[src/rtl/cpu_loader_if.sv]
// Byte-stream and memory-write bundle for cpu_loader.
// master: the loader (consumes bytes, drives the write ports).
// slave : the host/memory side (drives bytes, observes the writes).
interface cpu_loader_if #(
  parameter int DATA_WIDTH = 10,
  parameter int ADDR_WIDTH = 3
) ();
  logic                  in_valid;
  logic                  in_ready;
  logic [7:0]            in_data;
  logic [ADDR_WIDTH-1:0] imem_addr;
  logic                  imem_wr_en;
  logic [DATA_WIDTH-1:0] imem_data;
  logic [ADDR_WIDTH-1:0] dmem_addr;
  logic                  dmem_wr_en;
  logic [7:0]            dmem_data;

  modport master (
    input  in_valid, in_data,
    output in_ready,
    output imem_addr, imem_wr_en, imem_data,
    output dmem_addr, dmem_wr_en, dmem_data
  );

  modport slave (
    output in_valid, in_data,
    input  in_ready,
    input  imem_addr, imem_wr_en, imem_data,
    input  dmem_addr, dmem_wr_en, dmem_data
  );
endinterface

[src/rtl/cpu_loader.sv]
// cpu_loader: parses header/payload load packets from a byte stream, writes the
// instruction/data memories of cpu_top, and runs the CPU (start pulse, wait for done).
// Optional feature macro: CPU_LOADER_TIMEOUT_EN -- abort a run after TIMEOUT_CYCLES
// RUN cycles without cpu_done (timeout_err pulse). Without it RUN waits forever.
// Header byte: [7] target (0 imem, 1 dmem), [6:4] words-1, [3:0] start address.
module cpu_loader #(
  parameter int DATA_WIDTH     = 10,
  parameter int MEM_DEPTH      = 8,
  parameter int ADDR_WIDTH     = 3,
  parameter int TIMEOUT_CYCLES = 255
) (
  input  logic         clk,
  input  logic         rstn,
  cpu_loader_if.master bus,
  input  logic         run,
  output logic         cpu_start,
  input  logic         cpu_done,
  output logic         busy,
  output logic         run_done,
  output logic         timeout_err
);

  typedef enum logic [1:0] {
    ST_IDLE   = 2'd0,
    ST_PAY_LO = 2'd1,
    ST_PAY_HI = 2'd2,
    ST_RUN    = 2'd3
  } state_t;

  state_t                r_state;
  logic                  r_rdy;        // stream may be accepted (0 in RUN and out of reset)
  logic                  r_tgt;        // 1 = data memory target
  logic [2:0]            r_cnt;        // words remaining minus 1
  logic [ADDR_WIDTH-1:0] r_addr;       // address of the next word
  logic [7:0]            r_lo;         // held low byte of an instruction word
  logic [ADDR_WIDTH-1:0] r_imem_addr;
  logic                  r_imem_we;
  logic [DATA_WIDTH-1:0] r_imem_data;
  logic [ADDR_WIDTH-1:0] r_dmem_addr;
  logic                  r_dmem_we;
  logic [7:0]            r_dmem_data;
  logic                  r_start;      // also marks the first RUN cycle
  logic                  r_busy;
  logic                  r_run_done;
  logic                  r_terr;
`ifdef CPU_LOADER_TIMEOUT_EN
  logic [15:0]           r_tcnt;
`endif

  logic w_acc;

  // Next write address, wrapping from MEM_DEPTH-1 back to 0.
  function automatic logic [ADDR_WIDTH-1:0] f_next_addr(input logic [ADDR_WIDTH-1:0] a);
    if (a == ADDR_WIDTH'(MEM_DEPTH - 1)) begin
      f_next_addr = '0;
    end else begin
      f_next_addr = a + ADDR_WIDTH'(1);
    end
  endfunction

  // run takes priority over the stream in IDLE, so ready drops that same cycle.
  assign bus.in_ready = r_rdy & ~((r_state == ST_IDLE) & run);
  assign w_acc        = bus.in_valid & bus.in_ready;

  assign bus.imem_addr  = r_imem_addr;
  assign bus.imem_wr_en = r_imem_we;
  assign bus.imem_data  = r_imem_data;
  assign bus.dmem_addr  = r_dmem_addr;
  assign bus.dmem_wr_en = r_dmem_we;
  assign bus.dmem_data  = r_dmem_data;
  assign cpu_start      = r_start;
  assign busy           = r_busy;
  assign run_done       = r_run_done;
  assign timeout_err    = r_terr;

  // Loader FSM: packet parsing, registered memory writes and CPU run control.
  always_ff @(posedge clk or negedge rstn) begin
    if (!rstn) begin
      r_state     <= ST_IDLE;
      r_rdy       <= 1'b0;
      r_tgt       <= 1'b0;
      r_cnt       <= 3'd0;
      r_addr      <= '0;
      r_lo        <= 8'd0;
      r_imem_addr <= '0;
      r_imem_we   <= 1'b0;
      r_imem_data <= '0;
      r_dmem_addr <= '0;
      r_dmem_we   <= 1'b0;
      r_dmem_data <= 8'd0;
      r_start     <= 1'b0;
      r_busy      <= 1'b0;
      r_run_done  <= 1'b0;
      r_terr      <= 1'b0;
`ifdef CPU_LOADER_TIMEOUT_EN
      r_tcnt      <= 16'd0;
`endif
    end else begin
      // single-cycle pulses default low
      r_imem_we  <= 1'b0;
      r_dmem_we  <= 1'b0;
      r_start    <= 1'b0;
      r_run_done <= 1'b0;
      r_terr     <= 1'b0;
      case (r_state)
        ST_IDLE: begin
          if (run) begin
            r_state <= ST_RUN;
            r_rdy   <= 1'b0;
            r_start <= 1'b1;
            r_busy  <= 1'b1;
`ifdef CPU_LOADER_TIMEOUT_EN
            r_tcnt  <= 16'd0;
`endif
          end else if (w_acc) begin
            r_tgt   <= bus.in_data[7];
            r_cnt   <= bus.in_data[6:4];
            r_addr  <= bus.in_data[ADDR_WIDTH-1:0];
            r_state <= ST_PAY_LO;
            r_rdy   <= 1'b1;
            r_busy  <= 1'b1;
          end else begin
            r_rdy   <= 1'b1;
          end
        end
        ST_PAY_LO: begin
          if (w_acc && r_tgt) begin
            r_dmem_we   <= 1'b1;
            r_dmem_addr <= r_addr;
            r_dmem_data <= bus.in_data;
            r_addr      <= f_next_addr(r_addr);
            if (r_cnt == 3'd0) begin
              r_state <= ST_IDLE;
              r_busy  <= 1'b0;
            end else begin
              r_cnt   <= r_cnt - 3'd1;
            end
          end else if (w_acc) begin
            r_lo    <= bus.in_data;
            r_state <= ST_PAY_HI;
          end else begin
            r_state <= ST_PAY_LO;
          end
        end
        ST_PAY_HI: begin
          if (w_acc) begin
            r_imem_we   <= 1'b1;
            r_imem_addr <= r_addr;
            r_imem_data <= {bus.in_data[DATA_WIDTH-9:0], r_lo};
            r_addr      <= f_next_addr(r_addr);
            if (r_cnt == 3'd0) begin
              r_state <= ST_IDLE;
              r_busy  <= 1'b0;
            end else begin
              r_cnt   <= r_cnt - 3'd1;
              r_state <= ST_PAY_LO;
            end
          end else begin
            r_state <= ST_PAY_HI;
          end
        end
        ST_RUN: begin
          // cpu_done during the start cycle is ignored
          if (!r_start && cpu_done) begin
            r_run_done <= 1'b1;
            r_state    <= ST_IDLE;
            r_busy     <= 1'b0;
            r_rdy      <= 1'b1;
          end
`ifdef CPU_LOADER_TIMEOUT_EN
          else if (r_tcnt == 16'(TIMEOUT_CYCLES - 1)) begin
            r_terr  <= 1'b1;
            r_state <= ST_IDLE;
            r_busy  <= 1'b0;
            r_rdy   <= 1'b1;
          end else begin
            r_tcnt  <= r_tcnt + 16'd1;
          end
`else
          else begin
            r_state <= ST_RUN;
          end
`endif
        end
        default: begin
          r_state <= ST_IDLE;
          r_busy  <= 1'b0;
          r_rdy   <= 1'b0;
        end
      endcase
    end
  end

endmodule

[src/flat_wrapper.sv]
// flat-port wrapper written by rule: the top's interface ports become plain ports
module cpu_loader_flat 
#(
  parameter int DATA_WIDTH     = 10,
  parameter int MEM_DEPTH      = 8,
  parameter int ADDR_WIDTH     = 3,
  parameter int TIMEOUT_CYCLES = 255
)
  (clk, rstn, run, cpu_start, cpu_done, busy, run_done, timeout_err, bus_in_valid, bus_in_data, bus_in_ready, bus_imem_addr, bus_imem_wr_en, bus_imem_data, bus_dmem_addr, bus_dmem_wr_en, bus_dmem_data);
  cpu_loader_if #(.DATA_WIDTH(DATA_WIDTH), .ADDR_WIDTH(ADDR_WIDTH)) bus_i ();
  input  logic clk;
  input  logic rstn;
  input  logic run;
  output logic cpu_start;
  input  logic cpu_done;
  output logic busy;
  output logic run_done;
  output logic timeout_err;
  input wire logic [$bits(bus_i.in_valid)-1:0] bus_in_valid;
  input wire logic [$bits(bus_i.in_data)-1:0] bus_in_data;
  output wire logic [$bits(bus_i.in_ready)-1:0] bus_in_ready;
  output wire logic [$bits(bus_i.imem_addr)-1:0] bus_imem_addr;
  output wire logic [$bits(bus_i.imem_wr_en)-1:0] bus_imem_wr_en;
  output wire logic [$bits(bus_i.imem_data)-1:0] bus_imem_data;
  output wire logic [$bits(bus_i.dmem_addr)-1:0] bus_dmem_addr;
  output wire logic [$bits(bus_i.dmem_wr_en)-1:0] bus_dmem_wr_en;
  output wire logic [$bits(bus_i.dmem_data)-1:0] bus_dmem_data;
  assign bus_i.in_valid = bus_in_valid;
  assign bus_i.in_data = bus_in_data;
  assign bus_in_ready = bus_i.in_ready;
  assign bus_imem_addr = bus_i.imem_addr;
  assign bus_imem_wr_en = bus_i.imem_wr_en;
  assign bus_imem_data = bus_i.imem_data;
  assign bus_dmem_addr = bus_i.dmem_addr;
  assign bus_dmem_wr_en = bus_i.dmem_wr_en;
  assign bus_dmem_data = bus_i.dmem_data;
  cpu_loader #(.DATA_WIDTH(DATA_WIDTH), .MEM_DEPTH(MEM_DEPTH), .ADDR_WIDTH(ADDR_WIDTH), .TIMEOUT_CYCLES(TIMEOUT_CYCLES)) u_core (.clk(clk), .rstn(rstn), .bus(bus_i), .run(run), .cpu_start(cpu_start), .cpu_done(cpu_done), .busy(busy), .run_done(run_done), .timeout_err(timeout_err));
endmodule
[config.mk]
export PLATFORM = sky130hd
export DESIGN_NAME = cpu_loader_flat
export DESIGN_NICKNAME = d
export VERILOG_FILES = /design/src/rtl/cpu_loader_if.sv /design/src/rtl/cpu_loader.sv /design/src/flat_wrapper.sv
export SDC_FILE = /design/constraint.sdc
export NUM_CORES = 1
export LEC_CHECK = 0
export CORE_AREA = 2 2 85 54
export CTS_CLUSTER_DIAMETER = 150
export DETAILED_ROUTE_END_ITERATION = 12
export DIE_AREA = 0 0 87 56
export GPL_ROUTABILITY_DRIVEN = 1
export HOLD_SLACK_MARGIN = 0.02
export PLACE_DENSITY = 0.85
export SLEW_MARGIN = 20
export SYNTH_ARGS = -nofsm -noshare
export SYNTH_HDL_FRONTEND = slang
export SYNTH_SLANG_ARGS = --single-unit
[constraint.sdc]
create_clock -name clk -period 2.96 [get_ports clk]
set_input_delay 0.888 -clock clk [delete_from_list [all_inputs] [get_ports clk]]
set_output_delay 0.888 -clock clk [all_outputs]
set_load 0.02 [all_outputs]
==> impl_metrics.py <==
metrics = {
    "run_status": {
        "status": "finished, final reports clean",
    },
    "cts": {
        "cts_root_buf": "clkbuf_8",
        "cts_tree": "built",
        "htreeDepth": 2,
        "cts_buffer_depth": 2,
        "clkLatencyLatePin_ps": 300,
        "cts_buffers": 5,
        "cts_setup_buffers": 0,
        "cts.sinks": 47,
        "clk_pin_slew_worst_paths_ps": 80,
    },
    "timing": {
        "rsz0062_at_grt": "no",
        "layout_min_cycle_time_ps": 2941,
        "setup_violations": 0,
        "hold_viol": 0,
        "slew_viol_final": 0,
        "fin_worst_skew_ps": 6.984,
        "tns_ps": 0,
        "fmax_mhz": 340.0,
        "final.setup.worst_slack_ps": 18.99,
        "tightest_slew_ps": 570.9,
        "max_slew_margin": 0.6194,
        "fin_crit_sh": 0.9936,
        "whs_ps": 484.5,
    },
    "floorplanning": {
        "initial_utilization": 0.5317,
        "core_area_um2": 4031,
        "num_rows": 18,
        "die_area_um2": 4872,
        "die_w_um": 87,
        "ios": 44,
        "fp.dieH_um": 56,
    },
    "global_routing": {
        "grt_pass1_vias": 1326,
        "overflow": 0,
        "track_usage": 0.1665,
        "antenna_found_initial": 0,
        "grt_pass1_wl_mm": 6.196,
        "grt_max_degree": 48,
    },
    "logic_synthesis": {
        "ys_seq_area_frac": 0.5487,
        "ys_warn_count": 0,
        "synth_seq_cells": 47,
        "synth.avg_cell_area_um2": 12.83,
        "syn_area_um2": 2143,
        "synth_nets": 189,
        "synth_async_sr_flop_share": 1.000,
        "synth-edff-count": 0,
        "synthCells": 167,
        "yosysUniqueCellTypes": 36,
        "synthFlopType": "dfrtp_1",
    },
    "finish": {
        "syn_to_final_growth_pct": 26.21,
        "antenna_cells": 0,
        "stdcell_area_um2": 2705,
        "final_cell_mix": "dfrtp_1, clkdlybuf4s50_1, mux2_2",
        "multi_input_area_um2": 882.1,
        "drive_above_1_share": 0.2300,
        "final_nets": 235,
        "seq_area_um2": 1176,
        "final_common_cell": "dfrtp_1",
        "n_fill_cell": 314,
        "fin_util": 0.6710,
    },
    "placed_design": {
        "placed_area_um2": 2600,
        "routabilityCongestion": 0.8096,
        "place_ws_ps": -217.2,
        "port-buffer-count": 42,
        "dp_hpwl_mm": 2.728,
    },
    "hold_path": {
        "hp-class": "flop to flop",
        "whs_path_depth": 2,
    },
    "worst_setup_path": {
        "critical-path-top-delay-family": "buffers and inverters",
        "critPathArrivalTime_ps": 2050,
        "cp_slowest_cell": "clkdlybuf4s50_1",
        "cp.depth": 4,
        "crit_type": "input port to output port",
        "critical_path_buf_inv_count": 2,
        "cp_max_fo": 4,
        "crit_chain": "clkdlybuf4s50_1, and2_1, and2b_1, dlygate4sd2_1",
        "max_stage_delay_ps": 500,
        "crit_path_end_kind": "output port",
        "required_ps": 2070,
        "r2r.worst_path.cells": 8,
        "critPathLaunchType": "input port",
    },
    "detailed_routing": {
        "finalWirelength_mm": 3.880,
        "drc_errors": 0,
        "drt_first_pass_iters": 4,
        "num_vias": 1410,
        "first_iter_violations": 69,
        "ant_nets": 0,
        "wl_per_cell_um": 14.75,
        "viasPerCell": 5.361,
    },
    "pwr": {
        "vdd_drop_max_v": 0.0006741,
        "p_leak_nw": 1.262,
        "power.density_nw_per_um2": 1193,
    },
    "flow_run": {
        "drv_cap": 0,
    },
}
## repair_timing
item / CTS / global route
setup endpoints to repair: 1 / 0
resized for setup: 1 / 0
hold buffers: 0 / 0
## cells in the mapped netlist (2+ instances only)
master / number / area share
a21oi_1: 5 / 0.012
buf_6: 2 / 0.011
nand3_1: 2 / 0.0047
dfrtp_1: 47 / 0.55
nand3b_1: 2 / 0.0070
inv_1: 11 / 0.019
mux2_4: 8 / 0.056
ha_1: 9 / 0.053
nor2_1: 7 / 0.012
o22a_1: 3 / 0.012
buf_2: 2 / 0.0047
nand2_1: 7 / 0.012
mux2_2: 25 / 0.13
mux2i_1: 3 / 0.014
o21ai_0: 10 / 0.023
nor2b_1: 4 / 0.012
## worst paths after layout
check | from | to | slack, ps
max | run | bus_in_ready | 20
min | u_core.bus.imem_data[9] | u_core.bus.imem_data[9] | 480
max reg2reg | u_core.r_state[0] | u_core.r_addr[1] | 730
min reg2reg | u_core.bus.imem_data[9] | u_core.bus.imem_data[9] | 480
max in group asynchronous | rstn | u_core.r_lo[4] | 1900
min in group asynchronous | rstn | u_core.bus.dmem_wr_en | 670
## routing by layer
metal | routed length (um) | track usage
met2 | 1643 | 0.2421
met5 | 0 | 0
met4 | 63 | 0.05357
met1 | 1938 | 0.2375
met3 | 235 | 0.05045
## worst register-to-register path: stages, from the launching register on
cell and delay, ps:
dfrtp_1 410, inv_1 100, ha_1 240, and2_1 180
buf_4 150, o21ai_0 300, a22oi_1 220, nand2b_4 220
mux2_4 300
## cells by family (layout without fill, tap and decap cells)
| group | count (synthesis) | in the layout | synth area share |
|---|---|---|---|
| AND/OR/NAND/NOR | 31 | 31 | 0.08232 |
| buffers and inverters | 17 | 63 | 0.03970 |
| adder cells (fa/ha/maj) | 9 | 9 | 0.05254 |
| multiplexers | 36 | 36 | 0.2014 |
| other | 1 | 1 | 0.001750 |
| AO/OA/AOI/OAI | 26 | 26 | 0.07356 |
| flip-flops | 47 | 47 | 0.5487 |
## sequential cells by signal (all words and copies together) (netlist names), 2 cells and up
signal                flops
u_core.r_state            2
u_core.bus.imem_data     10
u_core.bus.imem_addr      3
u_core.bus.dmem_data      8
u_core.bus.dmem_addr      3
u_core.r_lo               8
u_core.r_addr             3
u_core.r_cnt              3
## stage by stage
stage | std cells | power (mW)
floorplan | 167 | 2.202
global placement | 256 | 2.735
detailed placement | 256 | 2.790
CTS | 263 | 3.242
global route | 263 | 3.426
finish | 263 | 3.228
## power by group
| group | leakage (nW) | total, mW | switching (mW) | internal, mW |
|---|---|---|---|---|
| clock | 0.0502 | 0.453 | 0.207 | 0.247 |
| combinational | 0.636 | 1.64 | 0.793 | 0.849 |
| sequential | 0.576 | 1.13 | 0.186 | 0.947 |
## final cells by class
cell class | instances | area share
well taps | 50 | 0.02313
clock inverters | 2 | 0.01388
inverters | 11 | 0.01526
repair buffers | 45 | 0.1614
multi-input cells | 103 | 0.3261
flip-flops and latches | 47 | 0.4348
clock buffers | 5 | 0.02544
Power figures use the tool's default switching activity.
